--- src/rtl/vt_pkg.sv ---
// Shared constants, FSM encoding and character helpers for the voltage text buffer.
// Every row renders as "CHnn: d.dddV" in 12 character cells.
package vt_pkg;

    localparam int NUM_CH  = 13;
    localparam int COLS    = 12;
    localparam int VREF_MV = 3300;

    localparam logic [7:0] ASCII_SPACE = 8'h20;
    localparam logic [7:0] ASCII_DOT   = 8'h2E;
    localparam logic [7:0] ASCII_COLON = 8'h3A;
    localparam logic [7:0] ASCII_V     = 8'h56;
    localparam logic [7:0] ASCII_C     = 8'h43;
    localparam logic [7:0] ASCII_H     = 8'h48;
    localparam logic [7:0] ASCII_0     = 8'h30;

    localparam logic [2:0] ST_INIT  = 3'd0;
    localparam logic [2:0] ST_IDLE  = 3'd1;
    localparam logic [2:0] ST_SCALE = 3'd2;
    localparam logic [2:0] ST_BCD   = 3'd3;
    localparam logic [2:0] ST_WRITE = 3'd4;

    // One double-dabble correction step: add 3 to every BCD nibble that is 5 or more.
    function automatic logic [15:0] bcd_adjust(input logic [15:0] bcd);
        logic [15:0] adj;
        for (int i = 0; i < 4; i++) begin
            adj[4*i +: 4] = (bcd[4*i +: 4] >= 4'd5) ? bcd[4*i +: 4] + 4'd3 : bcd[4*i +: 4];
        end
        return adj;
    endfunction

    // Character for cell (row, col); digits holds the four BCD digits of the millivolt value.
    function automatic logic [7:0] cell_char(input logic [3:0]  row,
                                             input logic [3:0]  col,
                                             input logic [15:0] digits);
        logic [4:0] ch_num;
        logic [3:0] tens;
        logic [3:0] units;
        ch_num = 5'(row) + 5'd1;
        tens   = (ch_num >= 5'd10) ? 4'd1 : 4'd0;
        units  = (ch_num >= 5'd10) ? 4'(ch_num - 5'd10) : ch_num[3:0];
        case (col)
            4'd0:    return ASCII_C;
            4'd1:    return ASCII_H;
            4'd2:    return ASCII_0 + {4'd0, tens};
            4'd3:    return ASCII_0 + {4'd0, units};
            4'd4:    return ASCII_COLON;
            4'd5:    return ASCII_SPACE;
            4'd6:    return ASCII_0 + {4'd0, digits[15:12]};
            4'd7:    return ASCII_DOT;
            4'd8:    return ASCII_0 + {4'd0, digits[11:8]};
            4'd9:    return ASCII_0 + {4'd0, digits[7:4]};
            4'd10:   return ASCII_0 + {4'd0, digits[3:0]};
            4'd11:   return ASCII_V;
            default: return ASCII_SPACE;
        endcase
    endfunction

endpackage

--- src/rtl/voltage_text_buffer_if.sv ---
// Sample handshake plus text-overlay read port of the voltage text buffer.
interface voltage_text_buffer_if;
    logic        sample_valid;
    logic        sample_ready;
    logic [3:0]  sample_ch;
    logic [11:0] sample_code;
    logic [7:0]  text_xy;
    logic [3:0]  text_line;
    logic [7:0]  char_pixel;
    logic        init_done;

    modport master (
        output sample_valid, sample_ch, sample_code, text_xy, text_line,
        input  sample_ready, char_pixel, init_done
    );

    modport slave (
        input  sample_valid, sample_ch, sample_code, text_xy, text_line,
        output sample_ready, char_pixel, init_done
    );
endinterface

--- src/rtl/voltage_text_buffer_font_rom.sv ---
// 4096x8 synchronous glyph ROM, address {char, scanline}, one cycle latency.
// Only the characters the buffer can emit carry artwork; every other code renders blank.
module font_rom
    import vt_pkg::*;
(
    input  logic        pclk,
    input  logic        rst,
    input  logic [11:0] addr,
    output logic [7:0]  data
);

    logic [127:0] glyph;
    logic [127:0] shifted;

    always_comb begin
        case (addr[11:4])
            ASCII_C:     glyph = 128'h0000_3C66_C2C0_C0C0_C0C2_663C_0000_0000;
            ASCII_H:     glyph = 128'h0000_C6C6_C6C6_FEC6_C6C6_C6C6_0000_0000;
            ASCII_V:     glyph = 128'h0000_C6C6_C6C6_C6C6_C66C_3810_0000_0000;
            ASCII_COLON: glyph = 128'h0000_0000_1818_0000_0018_1800_0000_0000;
            ASCII_DOT:   glyph = 128'h0000_0000_0000_0000_0000_1818_0000_0000;
            8'h30:       glyph = 128'h0000_7CC6_C6CE_DEF6_E6C6_C67C_0000_0000;
            8'h31:       glyph = 128'h0000_1838_7818_1818_1818_187E_0000_0000;
            8'h32:       glyph = 128'h0000_7CC6_060C_1830_60C0_C6FE_0000_0000;
            8'h33:       glyph = 128'h0000_7CC6_0606_3C06_0606_C67C_0000_0000;
            8'h34:       glyph = 128'h0000_0C1C_3C6C_CCFE_0C0C_0C1E_0000_0000;
            8'h35:       glyph = 128'h0000_FEC0_C0C0_FC06_0606_C67C_0000_0000;
            8'h36:       glyph = 128'h0000_3860_C0C0_FCC6_C6C6_C67C_0000_0000;
            8'h37:       glyph = 128'h0000_FEC6_0606_0C18_3030_3030_0000_0000;
            8'h38:       glyph = 128'h0000_7CC6_C6C6_7CC6_C6C6_C67C_0000_0000;
            8'h39:       glyph = 128'h0000_7CC6_C6C6_7E06_0606_0C78_0000_0000;
            default:     glyph = '0;
        endcase
        // Scanline 0 is the most significant byte of the glyph word.
        shifted = glyph << {addr[3:0], 3'b000};
    end

    always_ff @(posedge pclk) begin
        if (rst) data <= 8'h00;
        else     data <= shifted[127:120];
    end

endmodule

--- src/rtl/voltage_text_buffer.sv ---
// Character RAM holding one "CHnn: d.dddV" line per ADC channel, refreshed from accepted
// samples (scale to millivolts, double-dabble to BCD, write the row) and read by the overlay.
module voltage_text_buffer #(
    parameter int NUM_CH  = vt_pkg::NUM_CH,
    parameter int COLS    = vt_pkg::COLS,
    parameter int VREF_MV = vt_pkg::VREF_MV
) (
    input  logic pclk,
    input  logic rst,
    voltage_text_buffer_if.slave bus
);
    import vt_pkg::*;

    localparam int CELLS = NUM_CH * COLS;

    logic [2:0]  state;
    logic [3:0]  row;
    logic [3:0]  col;
    logic [3:0]  bit_cnt;
    logic [11:0] code_q;
    logic [11:0] bin_sr;
    logic [15:0] bcd_sr;
    logic [23:0] product;
    logic [11:0] mv;
    logic        wr_en;
    logic [7:0]  wr_addr;
    logic [7:0]  wr_data;
    logic [7:0]  ram [0:CELLS-1];
    logic [7:0]  rd_char;
    logic [3:0]  rd_line;

    assign bus.sample_ready = (state == ST_IDLE);
    assign bus.init_done    = (state != ST_INIT);

    assign product = 24'(code_q) * 24'(VREF_MV);
    assign mv      = 12'(product >> 12);

    // A write in flight on the reset edge is dropped so a reset really abandons the update.
    assign wr_en   = !rst && ((state == ST_INIT) || (state == ST_WRITE));
    assign wr_addr = 8'(row) * 8'(COLS) + 8'(col);
    assign wr_data = cell_char(row, col, (state == ST_WRITE) ? bcd_sr : 16'h0000);

    always_ff @(posedge pclk) begin
        if (rst) begin
            state   <= ST_INIT;
            row     <= '0;
            col     <= '0;
            bit_cnt <= '0;
        end else begin
            case (state)
                ST_INIT: begin
                    if (col == 4'(COLS - 1)) begin
                        col <= '0;
                        if (row == 4'(NUM_CH - 1)) begin
                            row   <= '0;
                            state <= ST_IDLE;
                        end else begin
                            row <= row + 4'd1;
                        end
                    end else begin
                        col <= col + 4'd1;
                    end
                end
                ST_IDLE: begin
                    if (bus.sample_valid && (bus.sample_ch < 4'(NUM_CH))) begin
                        row   <= bus.sample_ch;
                        state <= ST_SCALE;
                    end
                end
                ST_SCALE: begin
                    bit_cnt <= '0;
                    state   <= ST_BCD;
                end
                ST_BCD: begin
                    if (bit_cnt == 4'd11) begin
                        col   <= '0;
                        state <= ST_WRITE;
                    end else begin
                        bit_cnt <= bit_cnt + 4'd1;
                    end
                end
                ST_WRITE: begin
                    if (col == 4'(COLS - 1)) begin
                        col   <= '0;
                        state <= ST_IDLE;
                    end else begin
                        col <= col + 4'd1;
                    end
                end
                default: state <= ST_INIT;
            endcase
        end
    end

    // NOTE: RAM and conversion datapath carry no reset; INIT rewrites every cell and each
    // conversion reloads its shift registers before they are used.
    always_ff @(posedge pclk) begin
        if ((state == ST_IDLE) && bus.sample_valid) code_q <= bus.sample_code;
        if (state == ST_SCALE) begin
            bin_sr <= mv;
            bcd_sr <= '0;
        end else if (state == ST_BCD) begin
            {bcd_sr, bin_sr} <= {bcd_adjust(bcd_sr), bin_sr} << 1;
        end
    end

    always_ff @(posedge pclk) begin
        if (wr_en) ram[wr_addr] <= wr_data;
    end

    // Reading in the same edge as a write returns the character stored before that write.
    always_ff @(posedge pclk) begin
        if (rst) begin
            rd_char <= 8'h00;
            rd_line <= '0;
        end else begin
            rd_char <= (bus.text_xy < 8'(CELLS)) ? ram[bus.text_xy] : ASCII_SPACE;
            rd_line <= bus.text_line;
        end
    end

    font_rom u_font_rom (
        .pclk (pclk),
        .rst  (rst),
        .addr ({rd_char, rd_line}),
        .data (bus.char_pixel)
    );

endmodule
--- src/flat_wrapper.sv ---
// flat-port wrapper written by rule: the top's interface ports become plain ports
module voltage_text_buffer_flat import vt_pkg::*;
#(
    parameter int NUM_CH  = vt_pkg::NUM_CH,
    parameter int COLS    = vt_pkg::COLS,
    parameter int VREF_MV = vt_pkg::VREF_MV
)
  (pclk, rst, bus_sample_valid, bus_sample_ch, bus_sample_code, bus_text_xy, bus_text_line, bus_sample_ready, bus_char_pixel, bus_init_done);
  voltage_text_buffer_if bus_i ();
  input  logic pclk;
  input  logic rst;
  input wire logic [$bits(bus_i.sample_valid)-1:0] bus_sample_valid;
  input wire logic [$bits(bus_i.sample_ch)-1:0] bus_sample_ch;
  input wire logic [$bits(bus_i.sample_code)-1:0] bus_sample_code;
  input wire logic [$bits(bus_i.text_xy)-1:0] bus_text_xy;
  input wire logic [$bits(bus_i.text_line)-1:0] bus_text_line;
  output wire logic [$bits(bus_i.sample_ready)-1:0] bus_sample_ready;
  output wire logic [$bits(bus_i.char_pixel)-1:0] bus_char_pixel;
  output wire logic [$bits(bus_i.init_done)-1:0] bus_init_done;
  assign bus_i.sample_valid = bus_sample_valid;
  assign bus_i.sample_ch = bus_sample_ch;
  assign bus_i.sample_code = bus_sample_code;
  assign bus_i.text_xy = bus_text_xy;
  assign bus_i.text_line = bus_text_line;
  assign bus_sample_ready = bus_i.sample_ready;
  assign bus_char_pixel = bus_i.char_pixel;
  assign bus_init_done = bus_i.init_done;
  voltage_text_buffer #(.NUM_CH(NUM_CH), .COLS(COLS), .VREF_MV(VREF_MV)) u_core (.pclk(pclk), .rst(rst), .bus(bus_i));
endmodule
--- config.mk ---
export PLATFORM = sky130hd
export DESIGN_NAME = voltage_text_buffer_flat
export DESIGN_NICKNAME = d
export VERILOG_FILES = /design/src/rtl/vt_pkg.sv /design/src/rtl/voltage_text_buffer_if.sv /design/src/rtl/voltage_text_buffer_font_rom.sv /design/src/rtl/voltage_text_buffer.sv /design/src/flat_wrapper.sv
export SDC_FILE = /design/constraint.sdc
export NUM_CORES = 1
export LEC_CHECK = 0
export ABC_AREA = 0
export CAP_MARGIN = 20
export CORE_MARGIN = 8
export CORE_UTILIZATION = 60
export DETAILED_ROUTE_END_ITERATION = 16
export HOLD_SLACK_MARGIN = 0.08
export PLACE_DENSITY = 0.76
export SLEW_MARGIN = 40
export SYNTH_ARGS = -nofsm -noshare
export SYNTH_HDL_FRONTEND = slang
export SYNTH_HIERARCHICAL = 1
export SYNTH_SLANG_ARGS = --single-unit
--- constraint.sdc ---
create_clock -name pclk -period 19.72 [get_ports pclk]
set_input_delay 1.972 -clock pclk [delete_from_list [all_inputs] [get_ports pclk]]
set_output_delay 1.972 -clock pclk [all_outputs]
set_load 0.01 [all_outputs]
* Word level (Yosys, flattened, before mapping)
Memory sizes are Yosys's and may differ from the RTL's. Index checks and enable logic that the tools add are counted.
Word-level totals: bits in registers 75, RAM bits 1248, input port bits 31, word-level logic and storage cells 122, memories kept 1
Memories:
- u_core.ram | words 156, width 8, rd ports 1, clocked after Yosys merged registers in 0, write ports 1, RTL line voltage_text_buffer.sv:28 | logic [7:0] ram [0:CELLS-1];
Cells by class: add/subtract/negate cells 16, multiply operators 2, magnitude comparators 7, equality and inequality tests 37, shift operators 1, muxes and demuxes 29, bitwise operators 1, reductions and logical operators 17
Operators with widths (count):
- case mux 112 bit (15 select lines) | 1
- << shifter 112 x 7 -> 128 bit | 1
- equality test 8 x 6 -> 1 bit, second input constant | 12
- case mux 8 bit (11 select lines) | 1
- adder 6 x 4 -> 7 bit, first input constant | 6
- two-way mux 4 bit | 10
- equality test 4 bit, second input constant | 6
- equality test 8 x 7 -> 1 bit, second input constant | 3
- two-way mux 12 bit | 2
- case mux 4 bit (2 select lines) | 3
- multiplier 12 x 10 -> 22 bit, second input constant | 1
- two-way mux 3 bit | 6
- greater-or-equal comparator 4 x 3 -> 1 bit, second input constant | 4
- two-way mux 16 bit | 1
- case mux 3 bit (5 select lines) | 1
- adder 4 x 1 -> 4 bit, second input constant | 3
- adder 4 x 2 -> 4 bit, second input constant | 3
- equality test 4 x 3 -> 1 bit, second input constant | 3
- adder 8 x 4 -> 8 bit | 1
- equality test 4 x 2 -> 1 bit, second input constant | 2
- less-than comparator 8 bit, second input constant | 1
- inequality test 2 bit, second input constant | 4
- equality test 3 x 2 -> 1 bit, second input constant | 2
- multiplier 4 x 2 -> 6 bit, second input constant | 1
- other kinds (23) | 32

* Depth between registers and ports, before layout
Gate-level depths: netlist (run 1).
depth in word-level cells 5, mapped depth 17

* Hierarchy
Netlist (run 1), hierarchy kept.
By module, submodules not included:
- voltage_text_buffer | times used 1, cells an instance 2699, area an instance 48298.8 sq um, sequential area each 34352.9 sq um
- font_rom | times used 1, cells an instance 257, area an instance 1620.3 sq um, sequential area each 140.1 sq um

* Worst setup path before layout (run 1)
No wires, ideal clock.
path type register -> register, start point register u_core.row[0], end point memory u_core.ram[0][2], data pin, library setup time 1.413 ns, arrival 7.760 ns, data required time 18.307 ns, setup slack 10.547 ns, stages on the path, launching flop included 11, path buffers 0, cells stage by stage dfxtp_1 inv_1 ha_1 inv_1 ha_1 inv_1 a31oi_1 o22ai_1 mux2i_1 o21ai_0 o21ai_0
On the way: cells in the longest elaborated chain, start to end 5
Ends and longest elaborated chain:
- start, declared | RTL line voltage_text_buffer.sv:17 | logic [3:0] row;
- start signal, assigned | RTL line voltage_text_buffer.sv:58 | row <= row + 4'd1;
- start signal, assigned | RTL line voltage_text_buffer.sv:66 | row <= bus.sample_ch;
- adder 4 x 1 -> 5 bit * | RTL line vt_pkg.sv:39 | ch_num = 5'(row) + 5'd1;
- subtractor 4 bit or greater-or-equal comparator 5 x 4 -> 1 bit (tied branches) | RTL line vt_pkg.sv:41, vt_pkg.sv:40
- two-way mux 4 bit or two-way mux 1 bit (tied branches) | RTL line vt_pkg.sv:41, vt_pkg.sv:40
- adder 6 x 4 -> 7 bit, on equally long branches | RTL line vt_pkg.sv:46, vt_pkg.sv:45
- case mux 8 bit (11 select lines) * | RTL line vt_pkg.sv:42 | case (col)
- named net u_core.wr_data[2] | RTL line voltage_text_buffer.sv:27 | logic [7:0] wr_data;
- end, declared | RTL line voltage_text_buffer.sv:28
Mark *: on every way through the listed nets, which the timed path passes. The rest lies on a longest branch.

* Worst setup path in the final report (run 1)
start point input bus_text_xy[0], end point register u_core.rd_char[5]
On the way: cells in the longest elaborated chain, start to end 2
Ends and longest elaborated chain:
- start, declared | RTL line flat_wrapper.sv:15 | input wire logic [$bits(bus_i.text_xy)-1:0] bus_text_xy;
- memory (156 x 8 bit) or less-than comparator 8 bit (tied branches)
- two-way mux 6 bit * | RTL line voltage_text_buffer.sv:117 | rd_char <= (bus.text_xy < 8'(CELLS)) ? ram[bus.text_xy] : ASCII_SPACE;
- end signal, assigned | RTL line voltage_text_buffer.sv:117
- end, declared | RTL line voltage_text_buffer.sv:29 | logic [7:0] rd_char;
Every way passes the cells marked *; elsewhere a longest branch is shown, timed or not. A chain may end at the register's enable or synchronous reset.

==> results of run 1 <==
worst reg2reg max path, cell delays in order (launching register included):
cell and delay, ns:
edfxtp_1 0.46, ha_1 0.39, xor2_1 0.16, ha_1 0.19
a21o_1 0.17, fa_1 0.47, fa_1 0.49, inv_1 0.05
fa_1 0.47, inv_1 0.04, ha_1 0.32, and3_1 0.21
and4_1 0.19, a32oi_1 0.23, o21ai_0 0.22, o41ai_1 0.57
mux2i_1 0.26, nand3_1 0.10
cell usage after synthesis (57+ instances only):
cell type	n
a21oi_1	101
a221oi_1	78
buf_2	57
clkbuf_1	78
edfxtp_1	1116
ha_1	95
inv_1	66
mux2i_1	227
mux4_2	156
nand2_1	85
nor2_1	240
o21ai_0	111
power by group:
group	leakage [nW]	internal (mW)	switching (mW)	total, mW
clock	1.75	1.20	0.882	2.09
combinational	5.93	0.0951	0.243	0.338
sequential	10.3	2.79	0.0101	2.80
total	18.0	4.09	1.14	5.22
layout make-up:
class | count | area share, %
sequential | 1165 | 63.0
clock inverter | 60 | 1.12
clock buffer | 141 | 5.41
tap | 1070 | 2.45
inverter | 68 | 0.466
timing repair buffer | 83 | 1.48
multi-input combinational | 1551 | 26.0
registers in the layout, indices dropped and copies added, names as in the netlist, 4 cells and up:
name,flops
u_core/ram,1092
u_core/rd_char,7
u_core/row,4
u_core/bcd_sr,16
u_core/col,4
u_core/bit_cnt,4
u_core/rd_line,4
u_core/u_font_rom/data,7
u_core/bin_sr,12
u_core/code_q,12
per-layer routing:
metal | track usage, % | up-vias
met5 | 0 | -
met4 | 8.00 | 0
met3 | 4.32 | 214
met2 | 40.2 | 1531
met1 | 33.2 | 14100
li1 | - | 11900
placed cells by master, fill, tap and decap left out, types with 31 or more instances in the layout:
| cell | instances |
|---|---|
| a221oi_1 | 78 |
| nor2_1 | 237 |
| dfxtp_1 | 47 |
| nand2_1 | 72 |
| mux2i_1 | 227 |
| edfxtp_1 | 1116 |
| inv_1 | 66 |
| clkdlybuf4s50_1 | 35 |
| mux4_2 | 156 |
| o21ai_0 | 109 |
| ha_1 | 95 |
| o221ai_1 | 45 |
| buf_4 | 31 |
| clkbuf_16 | 110 |
| a21oi_1 | 100 |
metrics by stage:
step | instances | total power, mW | utilization, %
2_1_floorplan | 2962 | 3.08 | -
3_3_place_gp | 3934 | 3.17 | 62.0
3_5_place_dp | 3935 | 3.19 | 62.1
4_1_cts | 4136 | 5.25 | 66.4
5_1_grt | 4138 | 5.35 | 66.5
6_report | 4138 | 5.22 | 66.5
cells by family (layout without fill, tap and decap cells):
kind of cell / after synthesis / in the layout / synth area share, %
AOI/OAI and AO/OA: 481 / 481 / 6.56
xor gates and xnor gates: 33 / 33 / 0.579
adders and majority gates: 125 / 125 / 3.58
buffers and inverters: 246 / 352 / 2.72
DFF: 1165 / 1165 / 69.1
muxes: 405 / 405 / 12.7
other: 2 / 8 / 0.0150
and+or+nand+nor: 499 / 499 / 4.75
path summary, 6_finish.rpt:
kind	cells past startpoint	slack, ns	from	to
hold / removal	2	0.50	u_core/bcd_sr[15]	u_core/bcd_sr[15]
hold reg to reg	2	0.50	u_core/bcd_sr[15]	u_core/bcd_sr[15]
setup / recovery	11	14.16	bus_text_xy[0]	u_core/rd_char[5]
setup reg to reg	17	14.46	u_core/code_q[1]	u_core/bin_sr[11]
==> metrics.yaml, run 1 <==
run_status:
  status: "finished, final reports clean"
logic_synthesis:
  seq_area_frac_synth_pct: 69.1
  ys_async_sr_fraction_pct: 0
  ys_top_cells_by_area: "edfxtp_1, mux4_2, mux2i_1"
  synth_cell_type_count: 86
  syn_avg_cell_area_um2: 16.9
  yosysTopAreaCellShare_pct: 67.1
  yosysTopAreaCell: "edfxtp_1"
  synth_edf_count: 1116
  netlist_area_mm2: 0.0499
  syn_inst: 2956
  yosys_warnings: 6
  ys_ff_latch: 1165
  synthFlopType: "edfxtp_1"
final_layout:
  multiInputGateArea_mm2: 0.0143
  nFillCells: 5273
  drive_gt1_share_pct: 13.8
  regArea_mm2: 0.0345
  final_design_area_no_fill_mm2: 0.0547
  nets: 3135
  areaGrowthSynthToFinish_pct: 9.63
  n_antenna_cell: 0
clock_network:
  cts_tree: "built"
  cts-root-buf: "clkbuf_16"
  cts_sinks: 1165
  h-tree-depth: 3
  hold_buffers: 0
  insertion_delay_ns: 0.67
  post_cts_resized: 0
  postCtsSetupRepairBufs: 0
  cts.clk_slew.worst_paths_ns: 0.06
  cts_buffer_depth: 3
  cts_buffers: 110
floorplanning:
  ioPinCount: 41
  dieArea_mm2: 0.0927
  die_h_um: 304
  die_x_um: 304
  start_util_pct: 60.7
  coreArea_mm2: 0.0822
  rows: 105
placement:
  pre_cts_ws_ns: 13.07
  portBuffers: 39
  dp_hpwl_um: 70900
  place_area_mm2: 0.0511
  gp_congestion: 0.874
global_route:
  grt_pass1_wl_um: 173000
  antenna_found_initial: 0
  grt_overflow_total: 0
  grt_max_degree: 129
  grt_pass1_vias: 27200
  grtUsageTotal_pct: 24.4
critical_path:
  cp_max_fo: 69
  start_kind: "input port"
  cp.required_ns: 20.23
  path_cells: "buf_8, buf_6, buf_4, buf_12, mux4_2, mux2i_1, o2111ai_1, mux2i_1, o21ai_0, nor4_1, nor4_1"
  cp.arrival_ns: 6.07
  crit_slowest_cell: "nor4_1"
  cp-end-kind: "flip-flop"
  critical_path_class: "input port to flip-flop"
  cpPeakStageDelay_ns: 0.65
  cp_top_family: "buffers and inverters"
  cp.buffers_inverters: 4
sta:
  min_period_ns: 5.56
  whs_ns: 0.504
  rsz0062_at_grt: "false"
  max_slew_margin_pct: 39.7
  fin_crit_sh_pct: 28.2
  setup_viol: 0
  finClkSkew_ns: 0.0334
  drv_slew: 0
  setup_slack_ns: 14.16
  hold_viol_final: 0
  max_clock_freq_mhz: 180
  worst_pin_slew_ns: 0.905
  finalSetupTns_ns: 0
route:
  drt_iter0_markers: 3111
  wl_um: 116000
  viasPerCell: 6.70
  dr.pass1.iters: 5
  met2_length_um: 57000
  route.vias.total: 27700
  wl_met1_um: 44900
  wl_met3_um: 10800
  ant_nets: 0
  drc: 0
  wl_per_cell_um: 28.1
  top_layer_used: "met4"
power_and_ir_drop:
  ir_worst_vdd_mv: 0.0768
  power_leakage_nw: 18.0
  p_per_area_mw_per_mm2: 95.4
job:
  cap_violations: 0
min_path:
  hp-class: "flip-flop to flip-flop"
Note: power is estimated with default switching activity, not from simulation.
==> run 2, diff against run 1 <==
--- a/config.mk
+++ b/config.mk
@@ -8,7 +8,7 @@
 export ABC_AREA = 0
 export CAP_MARGIN = 20
 export CORE_MARGIN = 8
-export CORE_UTILIZATION = 60
+export CORE_UTILIZATION = 57
 export DETAILED_ROUTE_END_ITERATION = 16
 export HOLD_SLACK_MARGIN = 0.08
 export PLACE_DENSITY = 0.76
==> constraint.sdc (replaced) <==
create_clock -name pclk -period 4.7 [get_ports pclk]
set_input_delay 0.47 -clock pclk [delete_from_list [all_inputs] [get_ports pclk]]
set_output_delay 0.47 -clock pclk [all_outputs]
set_load 0.01 [all_outputs]
==> metrics.yaml, run 2 (synthesis gave the netlist of run 1 again) <==
route:
  drc: 0  # unchanged
  ant_nets: 0  # unchanged
  route.vias.total: 28300  # +2.2%
  dr.pass1.iters: 6  # +1
  wl_um: 118000  # +1.7%
  viasPerCell: 6.52  # -2.8%
  wl_per_cell_um: 27.2  # -3.2%
  drt_iter0_markers: 3514  # +13%
final_layout:
  drive_gt1_share_pct: 16.9  # +3.1 points
  largest_registers: "u_core/ram (1092), u_core/bcd_sr (16)"
  largest_reg_flops: 1092  # unchanged
  mostFrequentLayoutCells: "edfxtp_1, nor2_1, mux2i_1"
  regMostFlops: "u_core/ram"
  nets: 3253  # +3.8%
  final_common_cell: "edfxtp_1"
  final_cell_count_no_fill: 4349  # +5.1%
  areaGrowthSynthToFinish_pct: 12.2
critical_path:
  cp-startpoint: "u_core/code_q[1]"
  start_kind: "flip-flop"
  worstReg2RegEnd: "u_core/bin_sr[9]"
  path_cells: "buf_6, ha_4, xor2_1, ha_1, fa_1, fa_1, inv_2, fa_1, inv_2, ha_4, and3_4, and4_1, a32oi_2, o21ai_2, buf_4, o21a_1, o21a_1, o31ai_2"
  cp-endpoint: "u_core/bin_sr[9]"
  reg2reg_depth: 18  # +1
  rr_startpoint: "u_core/code_q[1]"
  cp_common_cell: "fa_1"
  cp_max_fo: 4  # -94%
  cp.required_ns: 5.20  # -15.03 ns
  cp.arrival_ns: 5.21  # -0.86 ns
  cpPeakStageDelay_ns: 0.53  # -0.12 ns
  cp-end-kind: "flip-flop"
  crit_slowest_cell: "fa_1"
  r2r_slack_ns: -0.004  # -14.46 ns
  critical_path_class: "flip-flop to flip-flop"
placement:
  dp_hpwl_um: 74300  # +4.8%
  placed_cells: 4130  # +5.0%
  portBuffers: 39  # unchanged
  pre_cts_ws_ns: -0.266  # -13.34 ns
  gp_congestion: 0.890  # +1.9%
sta:
  setup_viol: 1  # +1
  finClkSkew_ns: 0.0312  # -0.00219 ns
  hold_viol_final: 0  # unchanged
  max_slew_margin_pct: 37.6  # -2.0 points
  max_clock_freq_mhz: 213
  min_period_ns: 4.70
  setup_slack_ns: -0.00394  # -14.16 ns
  drv_slew: 0  # unchanged
  rsz0062_at_grt: "true"
  fin_crit_sh_pct: 100
  worst_pin_slew_ns: 0.933  # +0.0282 ns
clock_network:
  cts_buffer_depth: 3  # unchanged
  cts_buffers: 112  # +1.8%
  cts_tree: "built"
  cts_sinks: 1165  # unchanged
  cts.clk_slew.worst_paths_ns: 0.06  # about the same
  cts-root-buf: "clkbuf_16"
  h-tree-depth: 3  # unchanged
  insertion_delay_ns: 0.69  # +0.02 ns
global_route:
  grt_max_degree: 157  # +22%
  antenna_found_initial: 3  # +3
  grt_overflow_total: 0  # unchanged
  grt_pass1_wl_um: 177000  # +2.3%
  grt_pass1_vias: 28200  # +3.6%
  grtUsageTotal_pct: 23.6  # -0.82 points
floorplanning:
  die_h_um: 312  # +2.5%
  coreArea_mm2: 0.0868  # +5.5%
  dieArea_mm2: 0.0973  # +5.0%
  die_x_um: 312  # +2.5%
  ioPinCount: 41  # unchanged
  rows: 108  # +2.9%
  start_util_pct: 57.5  # -3.2 points
power_and_ir_drop:
  power_leakage_nw: 18.7  # +3.8%
  p_seq_share_pct: 53.2  # -0.4 points
  p_per_area_mw_per_mm2: 394  # +310%
  p_comb_share_pct: 6.8  # +0.3 points
  netSwitchingPower_mw: 4.86  # +330%
  internal_power_mw: 17.2  # +320%
  swShare_pct: 22.0  # +0.29 points
  clkPwrFrac_pct: 40.0  # about the same
  ir_worst_vdd_mv: 0.345  # +350%
  power_mw: 22.1  # +320%
min_path:
  hp-class: "input port to flip-flop"
run_status:
  status: "finished with violations"
  violations: "setup timing"
job:
  cap_violations: 0  # unchanged
-- run 2: cell types whose count changed in the layout (fill, tap and decap cells not counted), moves of 5 or more --
| cell | previous run | this run |
|---|---|---|
| clkinv_2 | 19 | 26 |
| buf_4 | 31 | 137 |
| clkbuf_8 | 9 | 3 |
| ha_1 | 95 | 89 |
| nand2_2 | 14 | 1 |
| clkbuf_16 | 110 | 115 |
| buf_6 | 9 | 2 |
| buf_12 | 3 | 18 |
| clkbuf_1 | 22 | 32 |
| nand2_1 | 72 | 84 |
-- run 2: timing repair --
action,in CTS,in global routing
cloned,0,0
endpoints found under the setup margin,3,4
pin swaps,3,13
gates resized for setup,9,9
setup buffers,0,7
hold buffers,0,0
-- run 2: through the flow --
stage,TNS (ns),hold WS [ns],util (%),area [um^2]
3_5_place_dp,-0.636,0.475,60.1,52200
2_1_floorplan,-214.00,0.447,-,50000
6_report,-0.00394,0.357,64.6,56000
4_1_cts,0,0.316,64.4,55900
5_1_grt,-0.165,0.331,64.6,56000
3_3_place_gp,-0.270,0.468,60.1,52100
-- run 2: worst min-delay path by stage --
stage / depth (start not counted) / from / endpoint
3_5_place_dp: 2 / u_core/bcd_sr[15] / u_core/bcd_sr[15]
6_report: 1 / bus_sample_code[10] / u_core/code_q[10]
4_1_cts: 1 / bus_sample_code[10] / u_core/code_q[10]
5_1_grt: 1 / bus_sample_code[10] / u_core/code_q[10]
3_3_place_gp: 2 / u_core/bcd_sr[15] / u_core/bcd_sr[15]
2_1_floorplan: 2 / u_core/bin_sr[11] / u_core/bcd_sr[0]
-- run 2: metal layers --
layer  vias to the layer above  part of all wire [%]  GRT usage, %
li1                      12100                     -             -
met1                     14400                    39          32.2
met2                      1513                    48          38.1
met3                       255                   8.8          3.91
met4                         4                   4.1          9.45
met5                         -                 0.016             0
-- run 2: critical path: cells and delay by family, from the launching register on --
family | cells | cell delay [ns]
fa+ha+maj | 6 | 2.20
compound gates | 5 | 0.96
flops | 1 | 0.48
buf+inv | 4 | 0.42
simple gates | 2 | 0.32
xor+xnor | 1 | 0.15
-- run 2: final cells by class --
type	instances	area [um^2]
Multi-Input combinational cell	1551	14300
Timing Repair Buffer	199	1850
Clock inverter	59	602
Antenna cell	2	5.00
Tap cell	1155	1450
Sequential cell	1165	34500
Fill cell	5800	30800
Clock buffer	150	3040
Inverter	68	255
-- run 2: power by group through the flow --
| stage | Clock [mW] | Sequential [mW] | Combinational (mW) |
|---|---|---|---|
| floorplan | 0 | 12.0 | 0.882 |
| global placement | 0 | 12.0 | 1.41 |
| detailed placement | 0 | 12.0 | 1.48 |
| CTS | 8.94 | 11.7 | 1.49 |
| global route | 9.31 | 11.7 | 1.58 |
| finish | 8.83 | 11.7 | 1.50 |
